--- src/rtl/dino_pkg.sv ---
// Shared constants for the dino game front end: tick index names and counter sizing.
package dino_pkg;

    localparam int TICK_FRAME = 0;
    localparam int TICK_PHYS  = 1;

    typedef logic [1:0] tick_t;

    // Bits needed to count 0..n-1, never less than one.
    function automatic int cnt_width(input int n);
        return (n > 1) ? $clog2(n) : 1;
    endfunction

endpackage

--- src/rtl/button_debouncer.sv ---
// One push-button: polarity fix, 2-FF synchroniser, stability debouncer and a press
// latch that holds a debounced press until the next frame tick.
module button_debouncer
    import dino_pkg::*;
#(
    parameter int DEBOUNCE_CYCLES = 250000,
    parameter bit BTN_ACTIVE_LOW  = 1'b1
) (
    input  logic clk,
    input  logic reset,
    input  logic btn_raw,
    input  logic frame_tick,
    output logic btn_out
);

    localparam int DW = cnt_width(DEBOUNCE_CYCLES);

    logic          pin_level;
    logic [1:0]    sync_q, sync_d;
    logic          s;
    logic          db_q, db_d;
    logic [DW-1:0] dc_q, dc_d;
    logic          pend_q, pend_d;

    assign pin_level = BTN_ACTIVE_LOW ? ~btn_raw : btn_raw;
    assign s         = sync_q[1];

    always_comb begin
        sync_d = {sync_q[0], pin_level};
        db_d   = db_q;
        dc_d   = dc_q;
        if (s == db_q) begin
            dc_d = '0;
        end else if (dc_q == DW'(DEBOUNCE_CYCLES - 1)) begin
            db_d = s;
            dc_d = '0;
        end else begin
            dc_d = dc_q + 1'b1;
        end
    end

    // A new debounced press wins over the frame-tick clear on the same edge.
    always_comb begin
        pend_d = pend_q;
        if (db_d && !db_q) begin
            pend_d = 1'b1;
        end else if (frame_tick) begin
            pend_d = 1'b0;
        end
    end

    always_ff @(posedge clk or posedge reset) begin
        if (reset) begin
            sync_q <= '0;
            db_q   <= 1'b0;
            dc_q   <= '0;
            pend_q <= 1'b0;
        end else begin
            sync_q <= sync_d;
            db_q   <= db_d;
            dc_q   <= dc_d;
            pend_q <= pend_d;
        end
    end

    assign btn_out = db_q | pend_q;

endmodule

--- src/rtl/input_conditioner.sv ---
// Player-path front end: frame/physics tick generation and conditioned up/down buttons.
module input_conditioner
    import dino_pkg::*;
#(
    parameter int TICK_DIV        = 416667,
    parameter int PHASE_OFFSET    = 208333,
    parameter int DEBOUNCE_CYCLES = 250000,
    parameter bit BTN_ACTIVE_LOW  = 1'b1
) (
    input  logic       clk,
    input  logic       reset,
    input  logic       tick_en,
    input  logic       btn_up_raw,
    input  logic       btn_down_raw,
    output logic [1:0] game_tick,
    output logic       button_up,
    output logic       button_down
);

    localparam int FW = cnt_width(TICK_DIV);

    logic [FW-1:0] fc_q, fc_d;
    tick_t         tick_q, tick_d;

    // Ticks are decoded from the value fc is leaving, so they appear the cycle after it arrives.
    always_comb begin
        fc_d   = fc_q;
        tick_d = '0;
        if (tick_en) begin
            if (fc_q == FW'(TICK_DIV - 1)) begin
                fc_d = '0;
            end else begin
                fc_d = fc_q + 1'b1;
            end
            tick_d[TICK_FRAME] = (fc_q == FW'(TICK_DIV - 1));
            tick_d[TICK_PHYS]  = (fc_q == FW'(PHASE_OFFSET - 1));
        end
    end

    always_ff @(posedge clk or posedge reset) begin
        if (reset) begin
            fc_q   <= '0;
            tick_q <= '0;
        end else begin
            fc_q   <= fc_d;
            tick_q <= tick_d;
        end
    end

    assign game_tick = tick_q;

    button_debouncer #(
        .DEBOUNCE_CYCLES (DEBOUNCE_CYCLES),
        .BTN_ACTIVE_LOW  (BTN_ACTIVE_LOW)
    ) u_db_up (
        .clk        (clk),
        .reset      (reset),
        .btn_raw    (btn_up_raw),
        .frame_tick (tick_q[TICK_FRAME]),
        .btn_out    (button_up)
    );

    button_debouncer #(
        .DEBOUNCE_CYCLES (DEBOUNCE_CYCLES),
        .BTN_ACTIVE_LOW  (BTN_ACTIVE_LOW)
    ) u_db_down (
        .clk        (clk),
        .reset      (reset),
        .btn_raw    (btn_down_raw),
        .frame_tick (tick_q[TICK_FRAME]),
        .btn_out    (button_down)
    );

endmodule

--- config.mk ---
export PLATFORM = sky130hd
export DESIGN_NAME = input_conditioner
export DESIGN_NICKNAME = d
export VERILOG_FILES = /design/src/rtl/dino_pkg.sv /design/src/rtl/button_debouncer.sv /design/src/rtl/input_conditioner.sv
export SDC_FILE = /design/constraint.sdc
export NUM_CORES = 1
export LEC_CHECK = 0
export ABC_CLOCK_PERIOD_IN_PS = 3100
export BUFFER_PORTS_ARGS = -buffer_cell sky130_fd_sc_hd__buf_2
export CORE_MARGIN = 5
export CORE_UTILIZATION = 60
export CTS_CLUSTER_DIAMETER = 60
export CTS_CLUSTER_SIZE = 8
export DETAILED_ROUTE_END_ITERATION = 8
export PLACE_DENSITY_LB_ADDON = 0.05
export SLEW_MARGIN = 10
export SYNTH_ARGS = -nofsm -noshare
export SYNTH_HDL_FRONTEND = slang
export SYNTH_SLANG_ARGS = --single-unit
--- constraint.sdc ---
create_clock -name clk -period 3.1 [get_ports clk]
set_clock_uncertainty 0.2 [all_clocks]
set_input_delay 0.31 -clock clk [delete_from_list [all_inputs] [get_ports clk]]
set_output_delay 0.31 -clock clk [all_outputs]
set_load 0.005 [all_outputs]
==> impl_metrics.json <==
{
  "synth-edff-count": 0,
  "start_util_pct": 62.7,
  "holdPathStages": 2,
  "hold_buffers": 3,
  "async_flop_share_pct": 100,
  "rsz0062_at_grt": "false",
  "drt_iter0_markers": 83,
  "detail-route-antenna-nets": 0,
  "synth_cell_type_count": 45,
  "routedWlPerCell_um": 14.5,
  "final_common_cell": "dfrtp_1",
  "most-common-layout-cells": "dfrtp_1 (65), nor2_1 (51), xnor2_1 (29)",
  "post-cts-setup-buffer-count": 0,
  "grt_pass1_wl_um": 10600,
  "r2r-end": "fc_q[18]$_DFFE_PP0P_",
  "synth-seq-cells": 65,
  "synth_largest_area_cell": "dfrtp_1",
  "tightest_slew_ns": 0.611,
  "wl_met2_um": 2910,
  "layout.nets": 355,
  "clock_latency_ns": 0.33,
  "power.density_mw_per_mm2": 514,
  "multi_input_area_mm2": 0.00153,
  "fp.dieW_um": 83.5,
  "cp_data_required_time_ns": 3.09,
  "coreArea_mm2": 0.00517,
  "grt_max_degree": 27,
  "setup.worst_path.class": "reg2reg",
  "seq_area_frac_synth_pct": 50.2,
  "critPathLaunchType": "flip-flop",
  "status": "complete, no violations",
  "rrSetupSlack_ns": 0.73,
  "viasPerCell": 5.60,
  "clock.fmax_ghz": 0.422,
  "maxCapViolCount": 0,
  "hold_viol": 0,
  "layout_setup_ws_ns": 0.728,
  "timing.final.crit_share_pct": 76.5,
  "relSlewSlack_pct": 59.0,
  "crit_path_end_kind": "flip-flop",
  "place.gp.congestion": 0.845,
  "die_h_um": 83.5,
  "cp_max_fo": 10,
  "cts_buffer_depth": 2,
  "overflow": 0,
  "timing.rr.start": "fc_q[0]$_DFFE_PP0P_",
  "hpwl_um": 4300,
  "synth_cells": 325,
  "cts_resized": 0,
  "power.total_mw": 1.86,
  "grt_use_total_pct": 19.1,
  "io_buffers": 8,
  "synth_top_area_share_pct": 50.2,
  "cellLeakagePower_nw": 1.52,
  "top_layer": "met4",
  "fill_cells": 386,
  "synth_area_mm2": 0.00324,
  "wl_met3_um": 253,
  "diodes": 0,
  "setup_viol": 0,
  "syn_nets": 335,
  "drc_errors": 0,
  "dr.pass1.iters": 4,
  "grt_pass1_vias": 2288,
  "routed_wl_um": 6070,
  "synth.avg_cell_area_um2": 9.98,
  "timing.setup.tns_ns": 0,
  "finalCriticalPeriod_ns": 2.37,
  "rows": 26,
  "clkSinkCount": 65,
  "peakVddDrop_mv": 0.506,
  "clk_pin_slew_ns": 0.06,
  "cts_inserted_buffers": 9,
  "place_ws_ns": 0.735,
  "regArea_mm2": 0.00163,
  "dieArea_mm2": 0.00698,
  "drive_gt1_share_pct": 11.7,
  "ys.flop_type": "dfrtp_1",
  "cts_tree": "done",
  "wl_met1_um": 2820,
  "hold_class": "in2reg",
  "ioPinCount": 9,
  "min_to": "fc_q[1]$_DFFE_PP0P_",
  "cts-root-buf": "clkbuf_8",
  "maxSlewViolCount": 0,
  "worstPathArrival_ns": 2.36,
  "synth_area_leaders": "dfrtp_1 (50%), xnor2_1 (7.8%), nor2_1 (5.9%)",
  "hp-start": "tick_en",
  "rr_worst_depth": 5,
  "htreeDepth": 3,
  "via_count": 2348,
  "antenna_found_initial": 0,
  "yosysWarningCount": 0,
  "area_growth_pct": 11.4
}
## how the worst max path moves through the flow
| stage | from | slack, ns | end | cells past startpoint |
|---|---|---|---|---|
| finish | fc_q[0]$_DFFE_PP0P_ | 0.73 | fc_q[18]$_DFFE_PP0P_ | 5 |
| global route | fc_q[0]$_DFFE_PP0P_ | 0.60 | fc_q[3]$_DFFE_PP0P_ | 5 |
| CTS | fc_q[0]$_DFFE_PP0P_ | 0.73 | fc_q[18]$_DFFE_PP0P_ | 5 |
| detailed placement | fc_q[0]$_DFFE_PP0P_ | 0.73 | fc_q[18]$_DFFE_PP0P_ | 5 |
| global placement | fc_q[0]$_DFFE_PP0P_ | 0.80 | fc_q[18]$_DFFE_PP0P_ | 5 |
| floorplan | reset | 0.96 | fc_q[0]$_DFFE_PP0P_ | 1 |
## Yosys cell counts, types with 2 or more instances
master and count:
dfrtp_1 65, nor2_1 51, xnor2_1 29, nand2_1 21, nand3_1 19, nand4_1 19, inv_1 15, xor2_1 15
nor3_1 13, nor4_1 13, and3_1 5, and4_1 5, ha_1 5, a21oi_1 4, o21ai_0 4, or2_2 4
buf_2 3, and2_1 2, clkbuf_1 2, mux2_2 2, nand3b_1 2, nor4b_1 2, or4_1 2, or4_4 2
## critical path, cell delays in order (launching register included)
cell and delay, ns:
dfrtp_1 0.43, inv_1 0.12, ha_1 0.16, or4b_2 0.64, nor4_4 0.56, nor4_2 0.11
## power breakdown
group / switching [mW] / internal, mW
Combinational: 0.0724 / 0.0544
Clock: 0.298 / 0.470
Sequential: 0.0698 / 0.891
## logic make-up (layout without fill, tap and decap cells)
group / after synthesis / in the layout / synth area share (%)
multiplexers: 3 / 3 / 1.00
XOR/XNOR: 44 / 44 / 11.9
adder cells (fa/ha/maj): 5 / 5 / 1.93
AND/OR/NAND/NOR: 170 / 170 / 28.4
buffers and inverters: 22 / 46 / 2.82
flip-flops: 65 / 65 / 50.2
AO/OA/AOI/OAI: 16 / 16 / 3.86
## per-stage QoR
step	cell area, um2	utilization [%]	hold WS [ns]	std cells
floorplan	3240	-	0.131	325
global placement	3370	65.2	0.129	401
detailed placement	3370	65.2	0.132	401
CTS	3610	69.9	0.0815	419
global route	3610	69.9	0.0989	419
finish	3610	69.9	0.0956	419
## sequential cells by signal (all words and copies together) (netlist names)
| signal | count |
|---|---|
| fc_q | 19 |
| u_db_up.dc_q | 18 |
| game_tick | 2 |
| u_db_up.db_q | 1 |
| u_db_up.sync_q | 2 |
| u_db_down.sync_q | 2 |
| u_db_up.pend_q | 1 |
| u_db_down.dc_q | 18 |
| u_db_down.pend_q | 1 |
| u_db_down.db_q | 1 |
## layer usage
metal	vias to the layer above	track usage [%]
li1	1181	-
met1	1110	24.3
met2	48	31.4
met3	9	5.43
met4	0	6.14
met5	-	0
## layout make-up
| class | count | area share, % |
|---|---|---|
| clock buffer | 12 | 4.02 |
| clock inverter | 3 | 1.80 |
| inverter | 15 | 1.56 |
| multi-input combinational | 238 | 42.2 |
| sequential | 65 | 45.0 |
| tap | 70 | 2.42 |
| timing repair buffer | 16 | 2.98 |
(Power assumes the default switching activity.)
